==> config.mk <==
export PLATFORM = sky130hd
export DESIGN_NAME = univ_shift_reg
export DESIGN_NICKNAME = d
export VERILOG_FILES = /design/src/rtl/usr_pkg.sv /design/src/rtl/dff_cell.sv /design/src/rtl/univ_shift_reg.sv
export SDC_FILE = /design/constraint.sdc
export NUM_CORES = 1
export LEC_CHECK = 0
export CORE_MARGIN = 1
export CORE_UTILIZATION = 44
export CTS_BUF_LIST = sky130_fd_sc_hd__clkbuf_16
export CTS_CLUSTER_DIAMETER = 150
export DETAILED_ROUTE_END_ITERATION = 10
export PLACE_DENSITY = 0.79
export SYNTH_ARGS = -nofsm -noshare
export SYNTH_HDL_FRONTEND = slang
export SYNTH_SLANG_ARGS = --single-unit
export TNS_END_PERCENT = 20
==> constraint.sdc <==
create_clock -name clk -period 1.7 [get_ports clk]
set_clock_uncertainty 0.1 [all_clocks]
set_input_delay 0.17 -clock clk [delete_from_list [all_inputs] [get_ports clk]]
set_output_delay 0.17 -clock clk [all_outputs]
set_load 0.05 [all_outputs]
==> src/rtl/usr_pkg.sv <==
// Shared mode encodings and helpers for the universal shift register.
package usr_pkg;

    localparam logic [2:0] MODE_HOLD = 3'b000;
    localparam logic [2:0] MODE_LOAD = 3'b001;
    localparam logic [2:0] MODE_SHL  = 3'b010;
    localparam logic [2:0] MODE_SHR  = 3'b011;
    localparam logic [2:0] MODE_ROL  = 3'b100;
    localparam logic [2:0] MODE_ROR  = 3'b101;
    localparam logic [2:0] MODE_ASR  = 3'b110;
    localparam logic [2:0] MODE_CLR  = 3'b111;

    // Modes that move data and advance the shift counter.
    function automatic logic is_shift(input logic [2:0] m);
        return (m >= MODE_SHL) && (m <= MODE_ASR);
    endfunction

endpackage

==> src/rtl/dff_cell.sv <==
// Single-bit storage element: sync active-high reset, enable,
// true and complemented outputs.
module dff_cell (
    input  logic clk,
    input  logic rst,
    input  logic en,
    input  logic d,
    output logic q,
    output logic q_bar
);

    always_ff @(posedge clk) begin
        if (rst)
            q <= 1'b0;
        else if (en)
            q <= d;
    end

    assign q_bar = ~q;

endmodule

==> src/rtl/univ_shift_reg.sv <==
// WIDTH-bit universal shift register built from dff_cell bits,
// with a saturating shift counter and drain status.
module univ_shift_reg
    import usr_pkg::*;
#(
    parameter int WIDTH = 8,
    parameter int CNT_W = $clog2(WIDTH + 1)
) (
    input  logic             clk,
    input  logic             rst,
    input  logic             en,
    input  logic [2:0]       mode,
    input  logic [WIDTH-1:0] d,
    input  logic             ser_in_r,
    input  logic             ser_in_l,
    output logic [WIDTH-1:0] q,
    output logic [WIDTH-1:0] q_bar,
    output logic             ser_out_l,
    output logic             ser_out_r,
    output logic [CNT_W-1:0] shift_cnt,
    output logic             drained,
    output logic             drain_pulse
);

    localparam logic [CNT_W-1:0] CNT_FULL = CNT_W'(WIDTH);
    localparam logic [CNT_W-1:0] CNT_LAST = CNT_W'(WIDTH - 1);

    logic [WIDTH-1:0] q_nxt;
    logic [CNT_W-1:0] cnt_nxt;

    always_comb begin
        q_nxt = q;
        unique case (mode)
            MODE_HOLD: q_nxt = q;
            MODE_LOAD: q_nxt = d;
            MODE_SHL:  q_nxt = {q[WIDTH-2:0], ser_in_r};
            MODE_SHR:  q_nxt = {ser_in_l, q[WIDTH-1:1]};
            MODE_ROL:  q_nxt = {q[WIDTH-2:0], q[WIDTH-1]};
            MODE_ROR:  q_nxt = {q[0], q[WIDTH-1:1]};
            MODE_ASR:  q_nxt = {q[WIDTH-1], q[WIDTH-1:1]};
            MODE_CLR:  q_nxt = '0;
        endcase
    end

    for (genvar i = 0; i < WIDTH; i++) begin : g_bit
        dff_cell u_cell (
            .clk   (clk),
            .rst   (rst),
            .en    (en),
            .d     (q_nxt[i]),
            .q     (q[i]),
            .q_bar (q_bar[i])
        );
    end

    assign ser_out_l = q[WIDTH-1];
    assign ser_out_r = q[0];

    // Counter saturates at WIDTH; data keeps moving past that point.
    always_comb begin
        cnt_nxt = shift_cnt;
        if (mode == MODE_LOAD || mode == MODE_CLR)
            cnt_nxt = '0;
        else if (is_shift(mode) && shift_cnt != CNT_FULL)
            cnt_nxt = shift_cnt + 1'b1;
    end

    always_ff @(posedge clk) begin
        if (rst) begin
            shift_cnt   <= '0;
            drained     <= 1'b0;
            drain_pulse <= 1'b0;
        end else if (en) begin
            shift_cnt   <= cnt_nxt;
            drained     <= (cnt_nxt == CNT_FULL);
            drain_pulse <= is_shift(mode) && (shift_cnt == CNT_LAST);
        end else begin
            drain_pulse <= 1'b0;
        end
    end

endmodule

==> impl_metrics.csv, run 1 <==
group,metric,value,unit
drt,wl_per_cell,13.1,um
critical_path,cp.arrival,1.64,ns
drt,drt_wl_total,2620,um
sta,finalWorstSetupSlack,0.104,ns
cells_and_area,n_antenna_cell,0,
critical_path,r2r_slack,0.14,ns
synth,ys.flop_type,"dfxtp_1",
clock_network,clkLatencyLatePin,0.24,ns
sta,setup_viol,0,
pwr,ir_drop,0.682,mV
synth,syn_area,1070,um2
critical_path,slowest_delay,0.58,ns
worst_hold_path,holdCritPathClass,"register to register",
grt,grt_pass1_vias,1035,
synth,synth.avg_cell_area,7.94,um2
synth,ys_types,37,
cells_and_area,seq_area,283,um2
sta,worstMarginPinSlew,0.307,ns
drt,drt_pass1_iterations,4,
floorplanning,die_y,51.4,um
drt,drtIter0Drc,14,
grt,grt_pass1_wl,4220,um
critical_path,path_buf_inv,2,
sta,fin_crit_sh,0.939,
synth,synthArstFlopShare,0,
drt,ant_nets,0,
grt,gr-total-overflow,0,
synth,ys_ff_latch,14,
synth,syn-num-nets,153,
cells_and_area,final_nets,192,
placed_design,dp.cells,197,
floorplanning,core_area,2250,um2
grt,grt_antenna_before_repair,0,
drt,wl_met2,1350,um
clock_network,cts_made_buffers,3,
cells_and_area,final_core_util,0.665,
sta,slew_headroom,0.794,
clock_network,hold_buffers,0,
drt,met1Wirelength,1140,um
placed_design,place_area,1420,um2
cells_and_area,final_cell_area,1500,um2
critical_path,critPathLaunchType,"input port",
placed_design,place_congestion,0.803,
critical_path,worst_r2r_endpoint,"drained",
pwr,cellPowerDensity,811,nW/um2
sta,hold_violations,0,
cells_and_area,multiInputGateArea,569,um2
sta,finalCriticalPeriod,1.60,ns
sta,finalSetupTns,0,ns
cells_and_area,fill_cells,189,
placed_design,place.port_buffers,39,
cells_and_area,area_growth_syn_to_layout,39.8,%
drt,wl_met3,127,um
critical_path,crit_type,"input port to register",
critical_path,path_delay_family,"buffers and inverters",
clock_network,cts_tree,"yes",
clock_network,post_cts_buffers,0,
synth,synth_edf_count,0,
critical_path,crit_chain,"clkdlybuf4s50_1 -> buf_4 -> mux2i_4 -> a2bb2oi_1 -> a211oi_1",
synth,yosys_warnings,0,
floorplanning,core.rowCount,17,
job,max-cap-violations,0,
pwr,power_leakage,0.628,nW
synth,ys_seq_area_frac,0.261,
clock_network,cts_resized,0,
clock_network,htree_levels,1,
floorplanning,ios,40,
drt,routed.top_layer,"met4",
pwr,power,1.22,mW
sta,grt_setup_unrepaired,"false",
critical_path,worstPathRequired,1.74,ns
clock_network,cts_sinks,14,
floorplanning,initial_core_util,0.476,
clock_network,path_clk_slew,0.05,ns
clock_network,cts_buffer_depth,2,
cells_and_area,drive_above_1_share,0.306,
critical_path,worstRegToRegCells,6,
placed_design,pre_cts_slack,-0.188,ns
grt,grt_max_degree,12,
worst_hold_path,holdPathStages,2,
sta,holdWs,0.417,ns
cells_and_area,layout.cells.non_filler,201,
critical_path,r2r-start,"shift_cnt[0]",
critical_path,cp_slowest_cell,"clkdlybuf4s50_1",
drt,viasPerCell,5.35,
status,run_status,"completed",
clock_network,root_buffer,"clkbuf_16",
placed_design,post-dp-hpwl,1970,um
synth,netlist_instances,135,
floorplanning,die_w,51.4,um
worst_hold_path,min_from,"shift_cnt[2]",
worst_hold_path,hold-path-endpoint,"drain_pulse",
drt,route.detailed.drc,0,
sta,slew_violations,0,
critical_path,endpoint_kind,"register",
floorplanning,die_area,2640,um2
drt,vias,1075,
sta,max_freq,627,MHz
grt,grt_use_total,0.207,
critical_path,crit_fanout,7,
==> placed cells by master (no fill, tap or decap), drive strengths merged, types with 2 or more instances in the layout <==
| cell type | n |
|---|---|
| clkdlybuf4s50 | 14 |
| a22oi | 2 |
| a211oi | 8 |
| clkbuf | 3 |
| nand3 | 4 |
| o21ai | 3 |
| xnor2 | 3 |
| o2111ai | 2 |
| nand2 | 3 |
| inv | 14 |
| ha | 2 |
| nor2b | 3 |
| a21oi | 21 |
| buf | 42 |
| nor2 | 10 |
| dfxtp | 14 |
| o22ai | 2 |
| a2bb2oi | 6 |
==> flip-flops by register name, indices dropped and copies added (netlist names) <==
signal	cells
drained	1
shift_cnt	4
drain_pulse	1
g_bit.u_cell.q	8
==> synthesized netlist by cell type, types with 2 or more instances <==
master	number	area [um2]
ha_1	2	25.0
buf_6	3	33.8
clkbuf_1	3	11.3
buf_4	16	120
nand3_1	4	20.0
nor2_1	9	33.8
a211oi_2	2	25.0
o22ai_1	2	12.5
a2bb2oi_1	6	52.6
dfxtp_1	14	280
o2111ai_1	2	17.5
nor2b_1	3	18.8
xnor2_1	3	26.3
inv_1	14	52.6
nand2_1	3	11.3
a22oi_1	2	15.0
a21oi_1	20	100
a211oi_1	6	45.0
o21ai_0	3	15.0
==> power by group <==
group | total (mW) | leakage, nW | switching [mW] | internal (mW)
Sequential | 0.372 | 0.115 | 0.0250 | 0.347
Clock | 0.444 | 0.0385 | 0.134 | 0.311
Combinational | 0.400 | 0.474 | 0.237 | 0.163
Total | 1.22 | 0.628 | 0.395 | 0.821
==> per-layer routing <==
metal | track usage | vias to the layer above
met5 | 0 | -
met1 | 0.217 | 495
li1 | - | 543
met2 | 0.398 | 35
met4 | 0.0856 | 0
met3 | 0.0327 | 2
==> tightest hold or removal path: cells and delay by family (launching register included) <==
family / cells / cell delay, ns
flip-flops: 1 / 0.35
AND/OR/NAND/NOR: 2 / 0.12
==> cell families (layout without fill, tap and decap cells) <==
group,count (synthesis),after routing,synth area share
AO/OA/AOI/OAI,51,51,0.333
buffers and inverters,37,75,0.208
AND/OR/NAND/NOR,27,27,0.130
flip-flops,14,14,0.261
XOR/XNOR,3,3,0.0245
adder cells (fa/ha/maj),2,2,0.0233
multiplexers,1,1,0.0210
==> cell type report <==
cell class / count / share of cell area
clock buffer: 3 / 0.0501
clock inverter: 1 / 0.00250
inverter: 14 / 0.0351
multi-input combinational: 84 / 0.380
sequential: 14 / 0.189
tap: 28 / 0.0234
timing repair buffer: 57 / 0.321
==> how the worst max path moves through the flow <==
stage,start,to,depth (start not counted)
floorplan,shift_cnt[3],drained,4
global placement,mode[1],drained,5
detailed placement,mode[1],g_bit[6].u_cell.q,6
CTS,mode[1],g_bit[6].u_cell.q,6
global route,mode[2],g_bit[6].u_cell.q,5
finish,mode[2],g_bit[6].u_cell.q,5
(Power assumes the default switching activity.)
==> run 2: changes to the inputs <==
--- a/config.mk
+++ b/config.mk
@@ -5,12 +5,15 @@
 export SDC_FILE = /design/constraint.sdc
 export NUM_CORES = 1
 export LEC_CHECK = 0
+export CELL_PAD_IN_SITES_DETAIL_PLACEMENT = 1
+export CELL_PAD_IN_SITES_GLOBAL_PLACEMENT = 1
 export CORE_MARGIN = 1
-export CORE_UTILIZATION = 44
+export CORE_UTILIZATION = 31
 export CTS_BUF_LIST = sky130_fd_sc_hd__clkbuf_16
 export CTS_CLUSTER_DIAMETER = 150
 export DETAILED_ROUTE_END_ITERATION = 10
-export PLACE_DENSITY = 0.79
+export PLACE_DENSITY = 0.78
+export SKIP_CTS_REPAIR_TIMING = 1
 export SYNTH_ARGS = -nofsm -noshare
 export SYNTH_HDL_FRONTEND = slang
 export SYNTH_SLANG_ARGS = --single-unit
==> run 2 against run 1 <==
Against the previous run:
- via count increased by 6.2%
- sequential power about the same
- register-to-register slack got worse by 0.04 ns
- combinational power increased by 2%
- non-clock buffer count decreased by 2
- critical path type is now register to register
==> impl_metrics.csv, run 2 (synthesized netlist as in run 1, its figures left out) <==
group,metric,value,unit
status,run_status,"completed",
grt,grt_pass1_wl,5610,um
placed_design,place_congestion,0.853,
drt,vias,1142,
critical_path,critPathLaunchType,"register",
floorplanning,core_area,3180,um2
sta,hold_violations,0,
sta,slew_headroom,0.772,
critical_path,cp_slowest_cell,"dfxtp_4",
sta,finalSetupTns,0,ns
grt,grt_max_degree,11,
critical_path,path_buf_inv,2,
pwr,cellPowerDensity,811,nW/um2
cells_and_area,largest_register_ffs,8,
sta,max_freq,626,MHz
critical_path,r2r_slack,0.10,ns
grt,grt_use_total,0.209,
sta,grt_setup_unrepaired,"false",
critical_path,crit_fanout,7,
critical_path,endpoint_kind,"register",
floorplanning,die_y,60.8,um
clock_network,cts_made_buffers,3,
worst_hold_path,holdPathStages,2,
sta,slew_violations,0,
worst_hold_path,min_from,"g_bit[7].u_cell.q",
clock_network,cts_sinks,14,
clock_network,htree_levels,1,
cells_and_area,regMostFlops,"g_bit.u_cell.q",
cells_and_area,final_nets,190,
clock_network,cts_tree,"yes",
grt,grt_pass1_vias,1208,
placed_design,post-dp-hpwl,2600,um
drt,route.detailed.drc,0,
critical_path,r2r-start,"shift_cnt[0]",
cells_and_area,n_antenna_cell,0,
job,max-cap-violations,0,
sta,finalCriticalPeriod,1.60,ns
critical_path,worstPathRequired,1.76,ns
critical_path,worst_r2r_endpoint,"shift_cnt[1]",
floorplanning,die_w,60.8,um
cells_and_area,drive_above_1_share,0.316,
drt,drt_wl_total,3330,um
cells_and_area,reg.largest.list,"g_bit.u_cell.q: 8 flops, shift_cnt: 4 flops",
placed_design,place.port_buffers,39,
cells_and_area,layout.cells.non_filler,215,
floorplanning,ios,40,
placed_design,dp.cells,211,
critical_path,crit_type,"register to register",
cells_and_area,area_growth_syn_to_layout,42.9,%
drt,viasPerCell,5.31,
critical_path,slowest_delay,0.39,ns
critical_path,critical_path.startpoint,"shift_cnt[0]",
clock_network,clkLatencyLatePin,0.25,ns
worst_hold_path,hold-path-endpoint,"g_bit[7].u_cell.q",
drt,ant_nets,0,
sta,finalWorstSetupSlack,0.102,ns
floorplanning,core.rowCount,20,
clock_network,cts_buffer_depth,2,
drt,wl_per_cell,15.5,um
floorplanning,initial_core_util,0.337,
drt,drtIter0Drc,18,
critical_path,path_delay_family,"simple AND/OR/NAND/NOR gates",
cells_and_area,mostFrequentLayoutCell,"buf_4",
sta,worstMarginPinSlew,0.340,ns
sta,setup_viol,0,
sta,fin_crit_sh,0.940,
grt,grt_antenna_before_repair,0,
placed_design,pre_cts_slack,-0.209,ns
critical_path,cp.arrival,1.66,ns
drt,drt_pass1_iterations,4,
pwr,ir_drop,0.406,mV
critical_path,worstRegToRegCells,7,
grt,gr-total-overflow,0,
critical_path,crit_chain,"inv_1 -> ha_1 -> nand3b_1 -> and3_1 -> buf_4 -> nand3_1 -> a21oi_1",
cells_and_area,final_cell_mix,"buf_4, a21oi_1, inv_1, clkdlybuf4s50_1, dfxtp_1",
worst_hold_path,holdCritPathClass,"register to register",
clock_network,root_buffer,"clkbuf_16",
floorplanning,die_area,3700,um2
clock_network,path_clk_slew,0.05,ns
pwr,power_leakage,0.627,nW
-- run 2: cell count changes in the layout (fill, tap and decap cells not counted) --
cell	before	now
a32oi_2	0	1
xnor2_1	3	2
buf_6	0	1
xnor2_2	0	1
dfxtp_4	0	1
buf_4	41	38
dfxtp_2	2	1
a32oi_1	1	0
a41oi_2	0	1
a41oi_1	1	0
-- run 2: through the flow --
step	power (mW)	area, um2	utilization	hold slack, ns
final	1.24	1530	0.482	0.442
after global routing	1.30	1530	0.482	0.486
after CTS	1.25	1500	0.472	0.451
after detailed placement	0.784	1420	0.448	0.446
after global placement	0.770	1420	0.448	0.415
after floorplan	0.666	1070	-	0.143
-- run 2: how the worst max path moves through the flow --
stage,to,slack [ns],cells after the start
2_1_floorplan,drained,0.06,4
3_3_place_gp,shift_cnt[1],-0.08,7
3_5_place_dp,shift_cnt[1],-0.21,7
4_1_cts,shift_cnt[1],0.04,7
5_1_grt,shift_cnt[1],0.007,7
6_report,shift_cnt[1],0.10,7
-- run 2: routing by layer --
layer	global-route usage	up-vias	share of wire
met5	0	-	0
met2	0.394	29	0.52
met3	0.0341	6	0.031
li1	-	541	-
met1	0.235	566	0.43
met4	0.0779	0	0.012
-- run 2: worst register-to-register path, cell delays in order, from the launching register on --
cell and delay [ns]:
dfxtp_4 0.39, inv_1 0.07, ha_1 0.22, nand3b_1 0.16
and3_1 0.21, buf_4 0.12, nand3_1 0.08, a21oi_1 0.16
-- run 2: power breakdown --
| part | switching, mW | internal [mW] |
|---|---|---|
| combinational | 0.245 | 0.163 |
| sequential | 0.0264 | 0.346 |
| clock | 0.150 | 0.312 |
| total | 0.422 | 0.822 |
-- run 2: area by class of cell --
class / instances / area (um2)
inverter: 14 / 52.6
clock buffer: 3 / 75.1
clock inverter: 1 / 3.75
tap: 44 / 55.1
fill: 396 / 1650
multi-input combinational: 84 / 592
sequential: 14 / 285
timing repair buffer: 55 / 469
